<file path="config.mk">
export PLATFORM = sky130hd
export DESIGN_NAME = sme_rng_refresh
export DESIGN_NICKNAME = d
export VERILOG_FILES = /design/src/rtl/sme_pkg.sv /design/src/rtl/sme_xorshift32.sv /design/src/rtl/sme_rng_refresh.sv
export SDC_FILE = /design/constraint.sdc
export NUM_CORES = 1
export LEC_CHECK = 0
export BUFFER_PORTS_ARGS = -buffer_cell sky130_fd_sc_hd__buf_2
export CAP_MARGIN = 20
export CORE_MARGIN = 2
export CORE_UTILIZATION = 40
export CTS_CLUSTER_SIZE = 14
export DETAILED_ROUTE_END_ITERATION = 12
export PLACE_DENSITY = 0.58
export SETUP_SLACK_MARGIN = 0.1
export SLEW_MARGIN = 15
export SYNTH_ARGS = -nofsm -noshare
export SYNTH_HDL_FRONTEND = slang
export SYNTH_SLANG_ARGS = --single-unit
</file>
<file path="constraint.sdc">
create_clock -name g_clk -period 7.7 [get_ports g_clk]
set_clock_uncertainty 0.1 [all_clocks]
set_input_delay 0.385 -clock g_clk [delete_from_list [all_inputs] [get_ports g_clk]]
set_output_delay 0.385 -clock g_clk [all_outputs]
set_load 0.1 [all_outputs]
</file>
<file path="src/rtl/sme_pkg.sv">
// Shared definitions for the masked execution unit: randomness width helper,
// the non-zero substitute value and the refresh-RNG state encoding.
package sme_pkg;

    localparam logic [31:0] SME_XS_NONZERO = 32'h6D2B79F5;

    typedef enum logic {
        SEED = 1'b0,
        RUN  = 1'b1
    } sme_rng_state_t;

    // Guard bits consumed per evaluation by a D-share DOM AND over N lanes.
    function automatic int sme_rbits(input int d, input int n);
        return (n * d * (d - 1)) / 2;
    endfunction

endpackage

</file>
<file path="src/rtl/sme_xorshift32.sv">
// Single combinational xorshift32 step (13, 17, 5).
module sme_xorshift32 (
    input  logic [31:0] x_i,
    output logic [31:0] y_o
);

    logic [31:0] s1_s;
    logic [31:0] s2_s;

    assign s1_s = x_i ^ (x_i << 13);
    assign s2_s = s1_s ^ (s1_s >> 17);
    assign y_o  = s2_s ^ (s2_s << 5);

endmodule

</file>
<file path="src/rtl/sme_rng_refresh.sv">
// Refresh-randomness source: a bank of xorshift32 generators seeded and
// reseeded from an entropy word stream, feeding the masked AND array.
module sme_rng_refresh
    import sme_pkg::*;
#(
    parameter  int D               = 3,
    parameter  int N               = 32,
    parameter  int RESEED_INTERVAL = 1024,
    localparam int RW              = sme_rbits(D, N),
    localparam int K               = (RW + 31) / 32
) (
    input  logic          g_clk,
    input  logic          g_resetn,
    input  logic          seed_valid,
    output logic          seed_ready,
    input  logic [31:0]   seed_data,
    input  logic          en,
    output logic          rng_valid,
    output logic [RW-1:0] rng,
    output logic          reseed_req
);

    localparam int IW = (K > 1) ? $clog2(K) : 1;
    localparam int CW = $clog2(RESEED_INTERVAL + 1);
    localparam logic [IW-1:0] IDX_LAST = IW'(K - 1);
    localparam logic [CW-1:0] CNT_MAX  = CW'(RESEED_INTERVAL);

    sme_rng_state_t state_q, state_d;
    logic [31:0]    gen_q [K];
    logic [31:0]    gen_d [K];
    logic [31:0]    step_s [K];
    logic [IW-1:0]  seed_idx_q, seed_idx_d;
    logic [CW-1:0]  cnt_q, cnt_d;
    logic           seed_ready_q;
    logic           rng_valid_q, rng_valid_d;
    logic           reseed_req_q, reseed_req_d;
    logic           accept_s;
    logic           wrap_s;
    logic [32*K-1:0] flat_s;

    for (genvar g = 0; g < K; g++) begin : g_xs
        sme_xorshift32 u_xs (
            .x_i (gen_q[g]),
            .y_o (step_s[g])
        );
    end

    assign accept_s = seed_valid && seed_ready_q;
    assign wrap_s   = accept_s && (seed_idx_q == IDX_LAST);

    // Next-state: generator update with zero substitution, seeding index, step budget.
    always_comb begin
        logic [31:0] base_v;
        logic [31:0] mix_v;
        state_d    = state_q;
        seed_idx_d = seed_idx_q;
        cnt_d      = cnt_q;
        for (int i = 0; i < K; i++) begin
            gen_d[i] = gen_q[i];
        end
        base_v = 32'h0;
        mix_v  = 32'h0;
        case (state_q)
            SEED: begin
                for (int i = 0; i < K; i++) begin
                    if (accept_s && (seed_idx_q == IW'(i))) begin
                        gen_d[i] = (seed_data == 32'h0) ? SME_XS_NONZERO : seed_data;
                    end else begin
                        gen_d[i] = gen_q[i];
                    end
                end
                if (wrap_s) begin
                    state_d = RUN;
                end else begin
                    state_d = SEED;
                end
            end
            RUN: begin
                for (int i = 0; i < K; i++) begin
                    base_v = en ? step_s[i] : gen_q[i];
                    if (accept_s && (seed_idx_q == IW'(i))) begin
                        mix_v    = base_v ^ seed_data;
                        gen_d[i] = (mix_v == 32'h0) ? SME_XS_NONZERO : mix_v;
                    end else begin
                        gen_d[i] = base_v;
                    end
                end
                // A completed reseed round refills the budget even if en steps this cycle.
                if (wrap_s) begin
                    cnt_d = {CW{1'b0}};
                end else if (en && (cnt_q != CNT_MAX)) begin
                    cnt_d = cnt_q + CW'(1);
                end else begin
                    cnt_d = cnt_q;
                end
            end
            default: begin
                state_d = SEED;
            end
        endcase
        if (accept_s) begin
            seed_idx_d = wrap_s ? {IW{1'b0}} : (seed_idx_q + IW'(1));
        end else begin
            seed_idx_d = seed_idx_q;
        end
        rng_valid_d  = (state_d == RUN);
        reseed_req_d = (cnt_d == CNT_MAX);
    end

    // State, generator bank and registered status outputs.
    always_ff @(posedge g_clk or negedge g_resetn) begin
        if (!g_resetn) begin
            state_q      <= SEED;
            seed_idx_q   <= {IW{1'b0}};
            cnt_q        <= {CW{1'b0}};
            seed_ready_q <= 1'b0;
            rng_valid_q  <= 1'b0;
            reseed_req_q <= 1'b0;
            for (int i = 0; i < K; i++) begin
                gen_q[i] <= 32'h0;
            end
        end else begin
            state_q      <= state_d;
            seed_idx_q   <= seed_idx_d;
            cnt_q        <= cnt_d;
            seed_ready_q <= 1'b1;
            rng_valid_q  <= rng_valid_d;
            reseed_req_q <= reseed_req_d;
            for (int i = 0; i < K; i++) begin
                gen_q[i] <= gen_d[i];
            end
        end
    end

    // Flatten the bank; generator 0 lands in the low word.
    always_comb begin
        flat_s = {(32*K){1'b0}};
        for (int i = 0; i < K; i++) begin
            flat_s[32*i +: 32] = gen_q[i];
        end
    end

    assign rng        = flat_s[RW-1:0];
    assign seed_ready = seed_ready_q;
    assign rng_valid  = rng_valid_q;
    assign reseed_req = reseed_req_q;

endmodule

</file>
# Word level (Yosys, flattened, before mapping)

Cells that the tools add are included.

Bits in registers: 112
Input bits: 36
Output and inout port bits: 99
Word-level logic and storage cells: 60

Add/subtract/negate cells: 2
Equal/unequal tests: 7
Mux-type cells: 20
Bitwise operators: 13
Reductions and logical operators: 10

Operator list:

| kind                  | count |
|---|---|
| $mux 32               | 13 |
| $xor 32x32->32        | 9 |
| $pmux 96 s2           | 1 |
| $logic_not 32->1      | 4 |
| $xor 32x15->32        | 3 |
| $mux 11               | 3 |
| $add 11x1->11 const B | 1 |
| $eq 11x11->1 const B  | 1 |
| $ne 11x11->1 const B  | 1 |
| $ne 2x2->1 const B    | 3 |
| $logic_and 1x1->1     | 5 |
| $add 2x1->2 const B   | 1 |
| $eq 2x1->1 const B    | 1 |
| $eq 2x2->1 const B    | 1 |
| $logic_not 2->1       | 1 |
| $mux 1                | 2 |
| $mux 2                | 1 |
| $not 1->1             | 1 |

# Longest topological paths before layout

Depth after elaboration: 9
Depth in mapped cells: 12
Mapped depth without buffers: 10

# Hierarchy

Synthesis repeated with hierarchy kept, for this count alone.

Cell total of the unflattened synthesis: 1328
Area, all modules: 11652.4 sq um

Modules (own cells, without submodules):

| module          | times used | cells each | area each (sq um) | sequential area each (sq um) |
|---|---|---|---|---|
| sme_rng_refresh | 1          | 1154       | 9344.0            | 2802.7 |
| sme_xorshift32  | 3          | 58         | 769.5             | 0.0 |

# Worst setup path after synthesis

Ideal clock, no wire load.

Path kind: register to register
Start point: register gen_q (netlist bit rng[40])
End point: register gen_q (netlist bit rng[53])
Setup time: 0.094 ns
Arrival time: 3.767 ns
Data required time: 7.506 ns
Slack: 3.739 ns
Stages on the path, launching flop included: 12
Period minus slack after synthesis: 3.961 ns
Path through: dfrtp_1 > buf_4 > xnor3_2 > xnor2_1 > or3_1 > a31oi_1 > a31oi_1 > or4_4 > nor4_4 > buf_4 > nor4_1 > a221oi_2

Longest elaborated chain between the ends: 9

Ends and longest elaborated chain:

| element                         | line                   | source |
|---|---|---|
| start, declared                 | sme_rng_refresh.sv:29  | `logic [31:0] gen_q [K];` |
| start signal, assigned by index | sme_rng_refresh.sv:130 | `gen_q[i] <= gen_d[i];` |
| $xor 32x32->32                  | sme_xorshift32.sv:10   | `assign s1_s = x_i ^ (x_i << 13);` |
| $xor 32x15->32                  | sme_xorshift32.sv:11   | `assign s2_s = s1_s ^ (s1_s >> 17);` |
| $xor 32x32->32                  | sme_xorshift32.sv:12   | `assign y_o = s2_s ^ (s2_s << 5);` |
| $mux 32 (*)                     | sme_rng_refresh.sv:80  | `base_v = en ? step_s[i] : gen_q[i];` |
| $xor 32x32->32                  | sme_rng_refresh.sv:82  | `mix_v = base_v ^ seed_data;` |
| $logic_not 32->1                | sme_rng_refresh.sv:83  | `gen_d[i] = (mix_v == 32'h0) ? SME_XS_NONZERO : mix_v;` |
| $mux 32                         | sme_rng_refresh.sv:83  |  |
| $mux 32 (*)                     | sme_rng_refresh.sv:81  | `if (accept_s && (seed_idx_q == IW'(i))) begin` |
| $pmux 96 s2 (*)                 | sme_rng_refresh.sv:63  | `case (state_q)` |

Every way passes the cells marked *; elsewhere a longest branch is shown, timed or not.
A chain may end at the register's enable or synchronous reset.

# Worst setup path after layout

Start point: input en
End point: register gen_q (netlist bit rng[17])

Longest elaborated chain between the ends: 6

Ends and longest elaborated chain:

| element          | line                  | source |
|---|---|---|
| start, declared  | sme_rng_refresh.sv:17 | `input logic en,` |
| $mux 32 (*)      | sme_rng_refresh.sv:80 |  |
| $xor 32x32->32   | sme_rng_refresh.sv:82 |  |
| $logic_not 32->1 | sme_rng_refresh.sv:83 |  |
| $mux 32          | sme_rng_refresh.sv:83 |  |
| $mux 32 (*)      | sme_rng_refresh.sv:81 |  |
| $pmux 96 s2 (*)  | sme_rng_refresh.sv:63 |  |

Marks and branches as above.

==> metrics <==
outcome=completed; highest-delay cell along the critical path=o311a_1; initial antenna violation count=0; drt first pass iters=6; vias in the first global route=about 12000; Worst path most repeated cell=buf_4; Resized cells post-CTS=0; YS warnings=0; Clock Sinks=112; TritonCTS Buffers=9; Starting Density=40.9%; DRT Wirelength=49000 um; number of flops mapped to enable cells by yosys=0; DRC viols=0; GPL Wtd Cong=0.911; post-layout minimum cycle time=4.43 ns; HPWL after DPL=around 34000 um; setup ws final=~3.3 ns; CP arrival=4.64 ns; Unique masters post-synth=69; Yosys reg bits=112; insertion delay to the later sink of the worst-skew pair=0.38 ns; Starting DRT DRC Count=around 1200; Die Wd=between 150 and 200 um; Netlist Area Pre-Place=roughly 0.013 mm2; Die H=187 um; first-pass GRT wire length=73200 um; Crit. End Element=register; post-synthesis xor/xnor area fraction=between 30% and 40%; total track usage=approximately 27%; R2R cell count=9; Nets=1715; largest family of logic cells by synthesized area=XOR/XNOR gates; # diodes=0; Worst EP required=7.91 ns; CTS root buffer=clkbuf_16; deepest clock path buffer count=2; highest clock rate=0.226 GHz; Final ANT Viol Nets=0; Fin Setup TNS=0 ns; Synth area leaders=dfrtp_1, xnor2_1, xor2_1, nand2_1, xnor3_1; max-cap violations=0; worst hold path depth=4; crit start category=input pin; Post-Synth Simple-Gate Area=21.3%; Area Overhead vs Synth=6.66%; Reg clk slew, reported paths=0.09 ns; Max Slew Vio Count=0; dominant synthesized flop cell=dfrtp_1; worst rel slew slack=27.9%; final hold violation count=0; Worst Path Class, Setup=input pin to register; Syn Area/Cell=around 8 um2; Min Hold Slack=0.311 ns; Rows=66; fraction of layout cells with a size suffix above 1=11.6%; adder-cell share of the synthesized area=less than 1%; post-synthesis sequential area ratio=21.0%; CP Cell Sequence=buf_4 -> buf_4 -> buf_4 -> nand2_1 -> a221o_1 -> a311o_1 -> a2111oi_0 -> nand4_1 -> o311a_1 -> a311oi_1 -> a221o_1; io pins=approximately 140; pin count of the biggest net entering global routing=77; cell area after placement=0.0140 mm2; Hold Path Class=input pin to register; remaining global-route overflow=0; post-synthesis compound-gate area fraction=16.3%; CTS tree=done; Via Count=12700; post-place setup slack=slightly above 3 ns; top cell type's share of synthesized area=21.0%; asr flop ratio synth=100%; Vias/cell=6.00; area leader, netlist=dfrtp_1; WL/cell=~23 um; Synth Instances=around 1700; delay of the slowest cell on the worst path=0.66 ns; period utilization=between 50% and 60%; worst-margin pin slew=1.07 ns; Fillers=roughly 3400; die area=0.0349 mm2; Port Buf Inserts=134; H-tree levels=3; CP max FO=54; Final Cell Area=0.0143 mm2; RSZ-0062 raised after global routing=no; Mapped Nets=1747; Core Box Area=approximately 0.033 mm2; post-synthesis mux area share=2.93%; final setup vio count=0
## cells by family (layout without fill, tap and decap cells)
| logic type | after synthesis | after routing |
|---|---|---|
| AOI/OAI and AO/OA | 342 | 342 |
| other | 1 | 1 |
| DFF | 112 | 112 |
| adders and majority gates | 2 | 2 |
| and+or+nand+nor | 622 | 622 |
| xor gates and xnor gates | 375 | 375 |
| buffers and inverters | 217 | 190 |
| muxes | 38 | 38 |
## per-stage QoR
step / instances / utilization [%]
floorplan: 1709 / -
global placement: 2107 / 42.7
detailed placement: 2107 / 42.7
CTS: 2124 / 43.6
global route: 2124 / 43.6
finish: 2124 / 43.6
## repair_timing
| action | 4_1_cts | 5_1_grt |
|---|---|---|
| setup buffers | 0 | 0 |
| hold buffers | 1 | 0 |
| endpoints found under the hold margin | 8 | 0 |
## Yosys cell counts (26+ instances only)
cell type / n
nand2_1: 230
xnor2_1: 182
nor2_1: 148
clkbuf_1: 143
xor2_1: 126
dfrtp_1: 112
o21ai_0: 89
a21oi_1: 88
nand3_1: 69
nor3_1: 53
a31oi_1: 38
xnor3_1: 35
xor3_1: 31
o22ai_1: 30
mux2i_1: 29
nor4_1: 26
## layout make-up
type / count / area (um2) / area share, %
Multi-Input combinational cell: 1380 / 9720 / 68.2
Clock buffer: 10 / 239 / 1.68
Sequential cell: 112 / 2810 / 19.7
Timing Repair Buffer: 152 / 813 / 5.71
Tap cell: 442 / 553 / 3.88
Clock inverter: 6 / 41.3 / 0.290
Inverter: 22 / 82.6 / 0.579
## registers in the layout, indices dropped and copies added (netlist names)
name,flops
rng_valid,1
reseed_req,1
seed_idx_q,2
rng,96
cnt_q,11
seed_ready,1
## worst paths after layout
check	startpoint	endpoint	slack (ns)
worst max register to register	rng[44]	rng[51]	3.46
min in group asynchronous	g_resetn	rng[31]	0.50
worst min-delay path	seed_valid	seed_idx_q[0]	0.31
worst max-delay path	en	rng[17]	3.27
worst min register to register	cnt_q[10]	cnt_q[10]	0.47
max in group asynchronous	g_resetn	rng_valid	5.47
## critical path: cells and delay by family
kind	cells	cell delay, ns
AO/OA/AOI/OAI	6	2.25
buffers and inverters	3	1.41
AND/OR/NAND/NOR	2	0.53
## metal layers
layer / vias to the layer above / track usage (%) / part of all wire (%)
met5: - / 0 / 0
met4: 0 / 10.9 / 4.1
met2: 574 / 41.3 / 44
li1: 5837 / - / -
met1: 6231 / 38.2 / 44
met3: 99 / 5.17 / 8.6
## cell usage in the layout, fill, tap and decap left out, types with 6 or more instances in the layout
| cell | instances |
|---|---|
| xnor2_1 | 182 |
| dfrtp_1 | 111 |
| nand3b_1 | 8 |
| nor2_1 | 148 |
| a222oi_1 | 7 |
| and3_1 | 8 |
| xnor3_1 | 35 |
| clkbuf_16 | 9 |
| mux2i_1 | 29 |
| a221oi_1 | 12 |
| inv_1 | 21 |
| nand3_1 | 69 |
| nand2_1 | 230 |
| nor4_1 | 26 |
| o211ai_1 | 12 |
| xor2_1 | 126 |
| o22ai_1 | 30 |
| buf_4 | 19 |
| nand2b_1 | 14 |
| and2_1 | 7 |
| nand4_1 | 10 |
| o21ai_0 | 88 |
| or3_1 | 22 |
| a21oi_1 | 88 |
| buf_2 | 132 |
| o2111ai_1 | 6 |
| mux2_2 | 9 |
| a31oi_1 | 38 |
| nor3_1 | 51 |
| xor3_1 | 31 |
Power is not shown: default switching activity piles up to over one toggle a cycle in this logic, so the estimate is an artifact.
